**config.mk**
```make
export PLATFORM = sky130hd
export DESIGN_NAME = column_psum_accumulator
export DESIGN_NICKNAME = d
export VERILOG_FILES = /design/src/rtl/sparhixcel_pkg.sv /design/src/rtl/psum_fifo.sv /design/src/rtl/column_psum_accumulator.sv
export SDC_FILE = /design/constraint.sdc
export NUM_CORES = 1
export LEC_CHECK = 0
export ABC_AREA = 0
export CAP_MARGIN = 20
export CORE_MARGIN = 2
export CORE_UTILIZATION = 60
export CTS_CLUSTER_SIZE = 25
export DETAILED_ROUTE_END_ITERATION = 16
export PLACE_DENSITY = 0.78
export SETUP_SLACK_MARGIN = 0.1
export SKIP_LAST_GASP = 1
export SYNTH_ARGS = -nofsm -noshare
export SYNTH_HDL_FRONTEND = slang
export SYNTH_SLANG_ARGS = --single-unit
```
**constraint.sdc**
```tcl
create_clock -name clk_i -period 8.9 [get_ports clk_i]
set_input_delay 0.89 -clock clk_i [delete_from_list [all_inputs] [get_ports clk_i]]
set_output_delay 0.89 -clock clk_i [all_outputs]
set_load 0.05 [all_outputs]
```
**src/rtl/sparhixcel_pkg.sv**
```systemverilog
// Shared definitions for the column partial-sum accumulator: FSM encoding and
// saturation limits of the signed accumulator.
package sparhixcel_pkg;

  typedef enum logic [1:0] {
    ST_IDLE  = 2'd0,
    ST_ACCUM = 2'd1,
    ST_DRAIN = 2'd2,
    ST_DONE  = 2'd3
  } acc_state_t;

  localparam int DEF_ACC_WIDTH = 24;

  // Limits are returned as longint so any instance width up to 63 bits can
  // size-cast them down.
  function automatic longint acc_max(input int width);
    return (longint'(1) <<< (width - 1)) - longint'(1);
  endfunction

  function automatic longint acc_min(input int width);
    return -(longint'(1) <<< (width - 1));
  endfunction

  localparam longint ACC_MAX = acc_max(DEF_ACC_WIDTH);
  localparam longint ACC_MIN = acc_min(DEF_ACC_WIDTH);

endpackage

```
**src/rtl/psum_fifo.sv**
```systemverilog
// Small synchronous FIFO with a combinational head; the head reads as zero
// while empty so the output bus is quiet when nothing is queued.
module psum_fifo #(
  parameter int WIDTH = 25,
  parameter int DEPTH = 4
) (
  input  logic             clk,
  input  logic             rst,
  input  logic             push,
  input  logic [WIDTH-1:0] push_data,
  input  logic             pop,
  output logic [WIDTH-1:0] pop_data,
  output logic             full,
  output logic             empty
);

  localparam int AW = $clog2(DEPTH);

  logic [AW:0]      wr_ptr_reg;
  logic [AW:0]      rd_ptr_reg;
  logic [WIDTH-1:0] mem [DEPTH];
  logic             do_push;
  logic             do_pop;

  // Extra pointer bit tells full from empty when the indices coincide.
  assign empty   = (wr_ptr_reg == rd_ptr_reg);
  assign full    = (wr_ptr_reg[AW] != rd_ptr_reg[AW]) &&
                   (wr_ptr_reg[AW-1:0] == rd_ptr_reg[AW-1:0]);
  assign do_push = push && !full;
  assign do_pop  = pop && !empty;

  always_ff @(posedge clk) begin
    if (rst) begin
      wr_ptr_reg <= '0;
      rd_ptr_reg <= '0;
    end else begin
      if (do_push) wr_ptr_reg <= wr_ptr_reg + (AW+1)'(1);
      if (do_pop)  rd_ptr_reg <= rd_ptr_reg + (AW+1)'(1);
    end
  end

  always_ff @(posedge clk) begin
    if (do_push) mem[wr_ptr_reg[AW-1:0]] <= push_data;
  end

  assign pop_data = empty ? '0 : mem[rd_ptr_reg[AW-1:0]];

endmodule

```
**src/rtl/column_psum_accumulator.sv**
```systemverilog
// Accumulates per-row column sums over several passes in a row buffer with
// saturation, and streams finished rows out through a small FIFO.
module column_psum_accumulator
  import sparhixcel_pkg::*;
#(
  parameter int F_WIDTH    = 8,
  parameter int I_WIDTH    = 8,
  parameter int ACC_WIDTH  = 24,
  parameter int NUM_ROWS   = 16,
  parameter int PASS_CNT_W = 8,
  parameter int FIFO_DEPTH = 4
) (
  input  logic                          clk_i,
  input  logic                          rst_i,
  input  logic                          start_i,
  input  logic [PASS_CNT_W-1:0]         num_pass_i,
  input  logic                          psum_valid_i,
  input  logic [I_WIDTH+F_WIDTH-1:0]    psum_i,
  output logic                          psum_ready_o,
  output logic                          acc_valid_o,
  output logic [ACC_WIDTH-1:0]          acc_data_o,
  output logic                          acc_last_o,
  input  logic                          acc_ready_i,
  output logic                          busy_o,
  output logic                          done_o,
  output logic                          ovf_o
);

  localparam int DW    = I_WIDTH + F_WIDTH;
  localparam int ROW_W = $clog2(NUM_ROWS);
  localparam int SW    = ACC_WIDTH + 1;
  localparam logic signed [ACC_WIDTH-1:0] SAT_HI = ACC_WIDTH'(acc_max(ACC_WIDTH));
  localparam logic signed [ACC_WIDTH-1:0] SAT_LO = ACC_WIDTH'(acc_min(ACC_WIDTH));

  acc_state_t                   state_reg;
  acc_state_t                   state_next;
  logic [ROW_W-1:0]             row_reg;
  logic [ROW_W-1:0]             row_next;
  logic [PASS_CNT_W-1:0]        pass_reg;
  logic [PASS_CNT_W-1:0]        last_pass_reg;
  logic                         ovf_reg;
  logic signed [ACC_WIDTH-1:0]  buf_mem [NUM_ROWS];
  logic signed [ACC_WIDTH-1:0]  rd_data_reg;

  logic                         is_last_row;
  logic                         is_last_pass;
  logic                         beat;
  logic                         push;
  logic signed [ACC_WIDTH-1:0]  psum_ext;
  logic signed [SW-1:0]         sum_wide;
  logic                         sat_hit;
  logic signed [ACC_WIDTH-1:0]  sat_val;

  logic                         fifo_full;
  logic                         fifo_empty;
  logic [ACC_WIDTH:0]           fifo_head;

  assign is_last_row  = (row_reg == ROW_W'(NUM_ROWS - 1));
  assign is_last_pass = (pass_reg == last_pass_reg);
  assign row_next     = is_last_row ? '0 : row_reg + ROW_W'(1);

  // No bypass: ready depends only on registered FIFO state, never on a pop.
  assign psum_ready_o = (state_reg == ST_ACCUM) && (!is_last_pass || !fifo_full);
  assign beat         = psum_valid_i && psum_ready_o;
  assign push         = beat && is_last_pass;

  assign psum_ext = ACC_WIDTH'($signed(psum_i));
  assign sum_wide = (pass_reg == '0) ? SW'(psum_ext)
                                     : SW'(rd_data_reg) + SW'(psum_ext);
  assign sat_hit  = (sum_wide[SW-1] != sum_wide[SW-2]);
  assign sat_val  = !sat_hit ? sum_wide[ACC_WIDTH-1:0]
                             : (sum_wide[SW-1] ? SAT_LO : SAT_HI);

  always_comb begin
    state_next = state_reg;
    busy_o     = 1'b1;
    done_o     = 1'b0;
    case (state_reg)
      ST_IDLE: begin
        busy_o = 1'b0;
        if (start_i) state_next = ST_ACCUM;
      end
      ST_ACCUM: begin
        if (beat && is_last_row && is_last_pass) state_next = ST_DRAIN;
      end
      ST_DRAIN: begin
        if (fifo_empty) state_next = ST_DONE;
      end
      ST_DONE: begin
        done_o     = 1'b1;
        state_next = ST_IDLE;
      end
      default: state_next = ST_IDLE;
    endcase
  end

  always_ff @(posedge clk_i) begin
    if (rst_i) begin
      state_reg     <= ST_IDLE;
      row_reg       <= '0;
      pass_reg      <= '0;
      last_pass_reg <= '0;
      ovf_reg       <= 1'b0;
    end else begin
      state_reg <= state_next;
      if (state_reg == ST_IDLE && start_i) begin
        row_reg       <= '0;
        pass_reg      <= '0;
        last_pass_reg <= (num_pass_i == '0) ? '0 : num_pass_i - PASS_CNT_W'(1);
        ovf_reg       <= 1'b0;
      end else if (beat) begin
        row_reg <= row_next;
        if (is_last_row) pass_reg <= pass_reg + PASS_CNT_W'(1);
        if (sat_hit) ovf_reg <= 1'b1;
      end
    end
  end

  // Rows are visited in order, so the next row is prefetched on each beat;
  // with at least two rows the prefetch never hits the row being written.
  always_ff @(posedge clk_i) begin
    if (beat && !is_last_pass) buf_mem[row_reg] <= sat_val;
    if (beat) rd_data_reg <= buf_mem[row_next];
  end

  psum_fifo #(
    .WIDTH (ACC_WIDTH + 1),
    .DEPTH (FIFO_DEPTH)
  ) u_fifo (
    .clk       (clk_i),
    .rst       (rst_i),
    .push      (push),
    .push_data ({is_last_row, sat_val}),
    .pop       (acc_ready_i),
    .pop_data  (fifo_head),
    .full      (fifo_full),
    .empty     (fifo_empty)
  );

  assign acc_valid_o = !fifo_empty;
  assign acc_data_o  = fifo_head[ACC_WIDTH-1:0];
  assign acc_last_o  = fifo_head[ACC_WIDTH];
  assign ovf_o       = ovf_reg;

endmodule

```
==> results.cfg, run 1 <==
[place]
hpwl_um = 29700
port-buffer-count = 58
place_congestion = 0.922
place_inst = 1694

[die]
start_util_pct = 61.0
fp-row-count = 70
die_h_um = 197
ios = 59
dieArea_mm2 = 0.0388
die_width_um = 197
core-area_mm2 = 0.0366

[clock_network]
cts_buffers = 51
htree_num_levels = 2
clock-sinks = 539
clock_latency_ps = 590
clock-root-buffer = clkbuf_16
postCtsHoldBufs = 0
cts_resized = 0
cts_tree = built
path_clk_slew_ps = 60
cts.path.max_buffers = 3
cts_setup_buffers = 0

[drt]
wl_um = 52100
drc = 0
drtIter0Drc = 1283
vias = 11850
dr.pass1.iters = 5
ant_nets = 0
viasPerCell = 6.59
routedWlPerCell_um = 29.0

[cells_and_area]
nNetsFinal = 1362
fin_cells = 1799
final_cell_mix = edfxtp_1 (508), mux4_2 (145), clkdlybuf4s50_1 (58)
largest_reg_flops = 384
area_delta_synth_final_pct = 13.7
antenna_cells = 0
final_common_cell = edfxtp_1
drive_gt1_share_pct = 22.8

[sta]
setup_viol = 0
report.final.slew_viol_count = 0
rsz0062_at_grt = no
min_period_ps = 5070
max-slew-margin-rel_pct = 12.6
setup_tns_ps = 0
max_freq_mhz = 197
skew_ps = 12.6
worstMarginPinSlew_ps = 1310
hold_viol = 0
period_share_pct = 57.0

[worst_setup_path]
worst-setup-path-type = in2reg
critPathSlowestCell = a21oi_2
cp.depth = 9
end_kind = flop
rr_worst_depth = 10
crit_family = compound AO/OA/AOI/OAI gates
cp_num_buf_inv = 1
slowest_delay_ps = 960
start_kind = input port
worstPathCellList = clkdlybuf4s50_1 > ha_1 > a2111oi_4 > o21ai_0 > a21oi_1 > a2bb2oi_1 > nand2_1 > a21oi_2 > a22oi_1
path_max_fanout = 31
arrival_ps = 5210
cp.required_ps = 9040

[synth]
avgSynthCellArea_um2 = 18.9
synth_ff_type = edfxtp_1
yosys_warnings = 0
synth_top_area_cell = edfxtp_1
synth.area.mux_share_pct = 14.9
ys_ff_latch = 539
synth_cells = 1184
yosysUniqueCellTypes = 66
syn-cell-area_mm2 = 0.0223
syn-num-nets = 1255
synth_seq_area_share_pct = 71.1
synth-simple-area-share_pct = 4.31
synth_top_area_share_pct = 68.3
synth_top_family_by_area = multiplexers
synthArstFlopShare_pct = 0
synth_fa_ha_area_share_pct = 2.44
synth_area_leaders = edfxtp_1 (68%), mux4_2 (15%), dfxtp_1 (2.8%)
synth_compound_area_share_pct = 3.86
synth_edf_count = 508
synth-xor-area-share_pct = 1.97

[global_route]
grt_max_degree = 63
grt_pass1_vias = 11786
grt_usage_pct = 27.6
grt_antenna_before_repair = 3
grt_pass1_wl_um = 75900
grt.overflow.total = 0

[power]
max-vdd-ir-drop_uv = 144
power_density_mw_per_mm2 = 240
leakagePower_nw = 8.19

[hold_path]
hold_path.class = reg2reg
whs_path_depth = 2

[run_status]
status = finished clean

[flow_run]
maxCapViolCount = 0
-- final cells by class --
cell class                      count  area, um2
Fill cell                        2216      11200
Multi-Input combinational cell    574       6300
Sequential cell                   539      15900
Timing Repair Buffer              103        951
Clock buffer                       62       1320
Tap cell                          468        586
Clock inverter                     31        287
Inverter                           22       82.6
-- worst paths after layout --
kind	from	endpoint	slack, ps
setup reg to reg	rd_data_reg[0]$_DFFE_PN_	u_fifo.mem[2][1]$_DFFE_PP_	4290
hold reg to reg	last_pass_reg[7]$_SDFFE_PP0P_	last_pass_reg[7]$_SDFFE_PP0P_	480
setup / recovery	psum_i[15]	u_fifo.mem[2][1]$_DFFE_PP_	3830
hold / removal	last_pass_reg[7]$_SDFFE_PP0P_	last_pass_reg[7]$_SDFFE_PP0P_	480
-- metal layers --
metal / vias up / global-route usage, % / share of wire, %
li1: 4985 / - / -
met1: 6125 / 39.3 / 40
met2: 628 / 43.8 / 48
met3: 108 / 4.72 / 9.4
met4: 4 / 10.1 / 3.2
met5: - / 0 / 0.044
-- synth_stat cells, types with 2 or more instances --
library cell and instances:
a31oi_1 7, nand4_1 7, a2bb2oi_1 2, nor2b_1 5
or3_1 3, nand2_1 50, and3_1 5, o21ai_0 34
buf_4 8, o211ai_1 8, mux2i_1 5, mux4_2 145
buf_1 4, o21a_1 2, nor3_1 16, a211oi_2 2
a211oi_1 3, ha_1 41, a21o_1 6, and2_1 32
clkbuf_1 24, a21oi_1 38, nand3_1 9, nand2b_1 7
inv_1 22, o31ai_1 5, xnor2_1 29, xor2_1 18
edfxtp_1 508, buf_2 11, dfxtp_1 31, nor2_1 63
-- kinds of logic after synthesis --
logic type | after synthesis
compound gates | 129
flops | 539
buf+inv | 71
fa+ha+maj | 43
simple gates | 203
mux | 151
xor+xnor | 48
-- stage by stage --
step                      total power, mW  worst slack (ps)  cell area [um2]  utilization, %  hold WS (ps)
after CTS                            6.12              3830            25300            69.0           478
after global placement               4.02              3400            23700            64.6           463
after global routing                 6.29              3550            25400            69.4           498
after detailed placement             4.04              3230            23700            64.6           465
after floorplan                      3.72              5030            22300               -           446
final                                6.09              3830            25400            69.4           479
-- worst min-delay path, delay by kind of cell, from the launching register on --
family | cells | cell delay (ps)
flops | 1 | 320
simple gates | 1 | 50
compound gates | 1 | 60
-- where the power goes --
group	internal, mW	switching, mW
clock	1.18	0.915
combinational	0.431	0.665
sequential	2.87	0.0349
total	4.48	1.62
Note: power is estimated with default switching activity, not from simulation.
==> run 2, diff against run 1 <==
- clock period: 8.9 -> 4.8 ns (I/O delays scaled with it)
==> run 2 against run 1 <==
Effect of this change:
- die area unchanged
- setup slack got worse by 2900 ps
- sequential power increased by 86%
- non-clock buffer count increased by 13
- clock power increased by 85%
- register-to-register slack got worse by 3100 ps
- via count decreased by 1.1%
- sequential share of layout area decreased by 0.24 points
- cell count increased by 0.72%
- flip-flop and latch count unchanged
==> results.cfg, run 2 (synthesized netlist as in run 1, its figures left out) <==
[global_route]
grt_usage_pct = 26.4
gr-usage-met3_pct = 5.05
use_met2_pct = 43.6
grt_max_degree = 60
busiest_layer = met2
grt_pass1_vias = 11836
grt_pass1_wl_um = 74600
grt_antenna_before_repair = 1
grt.overflow.total = 0
grt_util_met1_pct = 36.2

[sta]
report.final.slew_viol_count = 0
worstMarginPinSlew_ps = 1070
setup_viol = 0
max_freq_mhz = 261
max-slew-margin-rel_pct = 28.5
skew_ps = 24.4
rsz0062_at_grt = no
setup_tns_ps = 0
period_share_pct = 79.9
hold_viol = 0
min_period_ps = 3830

[clock_network]
cts_resized = 0
clock-sinks = 539
clock_latency_ps = 590
cts_tree = built
cts_buffers = 51
postCtsHoldBufs = 0
cts_setup_buffers = 0
path_clk_slew_ps = 60
htree_num_levels = 2
clock-root-buffer = clkbuf_16
cts.path.max_buffers = 3

[drt]
dr.pass1.iters = 5
routedWlPerCell_um = 27.3
vias = 11721
drc = 0
ant_nets = 0
viasPerCell = 6.47
wl_um = 49500
drtIter0Drc = 1344

[hold_path]
hold_path.class = reg2reg
hold_start = last_pass_reg[2]$_SDFFE_PP0P_
whs_endpoint = last_pass_reg[2]$_SDFFE_PP0P_
whs_path_depth = 2

[cells_and_area]
fin_cells = 1812
nNetsFinal = 1375
antenna_cells = 0
area_delta_synth_final_pct = 14.2
largest_reg_flops = 384
final_cell_mix = edfxtp_1 (508), mux4_2 (145), clkdlybuf4s50_1 (58)
drive_gt1_share_pct = 23.2
utilization_pct = 69.6
final_common_cell = edfxtp_1

[worst_setup_path]
worst-setup-path-type = in2reg
r2r-start = rd_data_reg[6]$_DFFE_PN_
worstPathCellList = clkdlybuf4s50_1 > ha_1 > a21o_1 > a211oi_2 > o21ai_1 > a22o_1 > a31oi_4 > xnor2_4 > a21oi_1 > a21oi_1 > buf_4
slowest_delay_ps = 720
start_kind = input port
cp_common_cell = a21oi_1
rr_worst_depth = 10
r2r-end = buf_mem[4][5]$_DFFE_PP_
end_kind = flop
arrival_ps = 4150
cp.required_ps = 5110
critPathSlowestCell = a21oi_1
r2r_slack_ps = 1210
crit_start = psum_i[15]
crit_family = compound AO/OA/AOI/OAI gates
path_max_fanout = 16
cp_num_buf_inv = 2

[place]
hpwl_um = 29500
place_congestion = 0.835
port-buffer-count = 58
place_inst = 1718

[power]
leakagePower_nw = 8.27
max-vdd-ir-drop_uv = 285
power_density_mw_per_mm2 = 442

[die]
fp-row-count = 70
dieArea_mm2 = 0.0388
start_util_pct = 61.0
die_h_um = 197
core-area_mm2 = 0.0366
ios = 59
die_width_um = 197

[run_status]
status = finished clean

[flow_run]
maxCapViolCount = 0
run 2: per-stage QoR:
step	setup slack, ps	hold slack [ps]	power (mW)	area, um2
3_5_place_dp	435	474	7.48	23900
6_report	965	489	11.3	25500
3_3_place_gp	515	472	7.45	23900
4_1_cts	1040	484	11.3	25500
5_1_grt	827	511	11.6	25500
2_1_floorplan	1340	446	6.90	22300
run 2: layer usage:
metal  up-vias  wire length, um
met5         -                0
li1       5020                -
met4         0             1580
met1      6007            18900
met2       583            24500
met3       111             4430
run 2: tightest hold or removal path, cell delays in order (launching register included):
cell and delay, ps:
dfxtp_1 330, nand2_1 60, o21ai_0 60
run 2: worst max-delay path by stage:
stage	endpoint	slack (ps)	cells after the start
floorplan	buf_mem[0][0]$_DFFE_PP_	1340	11
global placement	buf_mem[2][21]$_DFFE_PP_	520	12
detailed placement	buf_mem[10][5]$_DFFE_PP_	430	11
CTS	buf_mem[4][5]$_DFFE_PP_	1040	11
global route	buf_mem[4][5]$_DFFE_PP_	830	11
finish	buf_mem[4][5]$_DFFE_PP_	970	11
run 2: cell type report:
cell class	count	area (um2)
Tap cell	468	586
Inverter	22	82.6
Sequential cell	539	15900
Clock inverter	29	255
Multi-Input combinational cell	574	6270
Fill cell	2196	11100
Clock buffer	64	1350
Timing Repair Buffer	116	1080
run 2: power breakdown:
group / internal, mW / switching, mW / leakage [nW] / total, mW
combinational: 0.821 / 1.16 / 2.67 / 1.98
clock: 2.20 / 1.66 / 0.788 / 3.86
sequential: 5.32 / 0.0959 / 4.81 / 5.42
total: 8.34 / 2.92 / 8.27 / 11.3
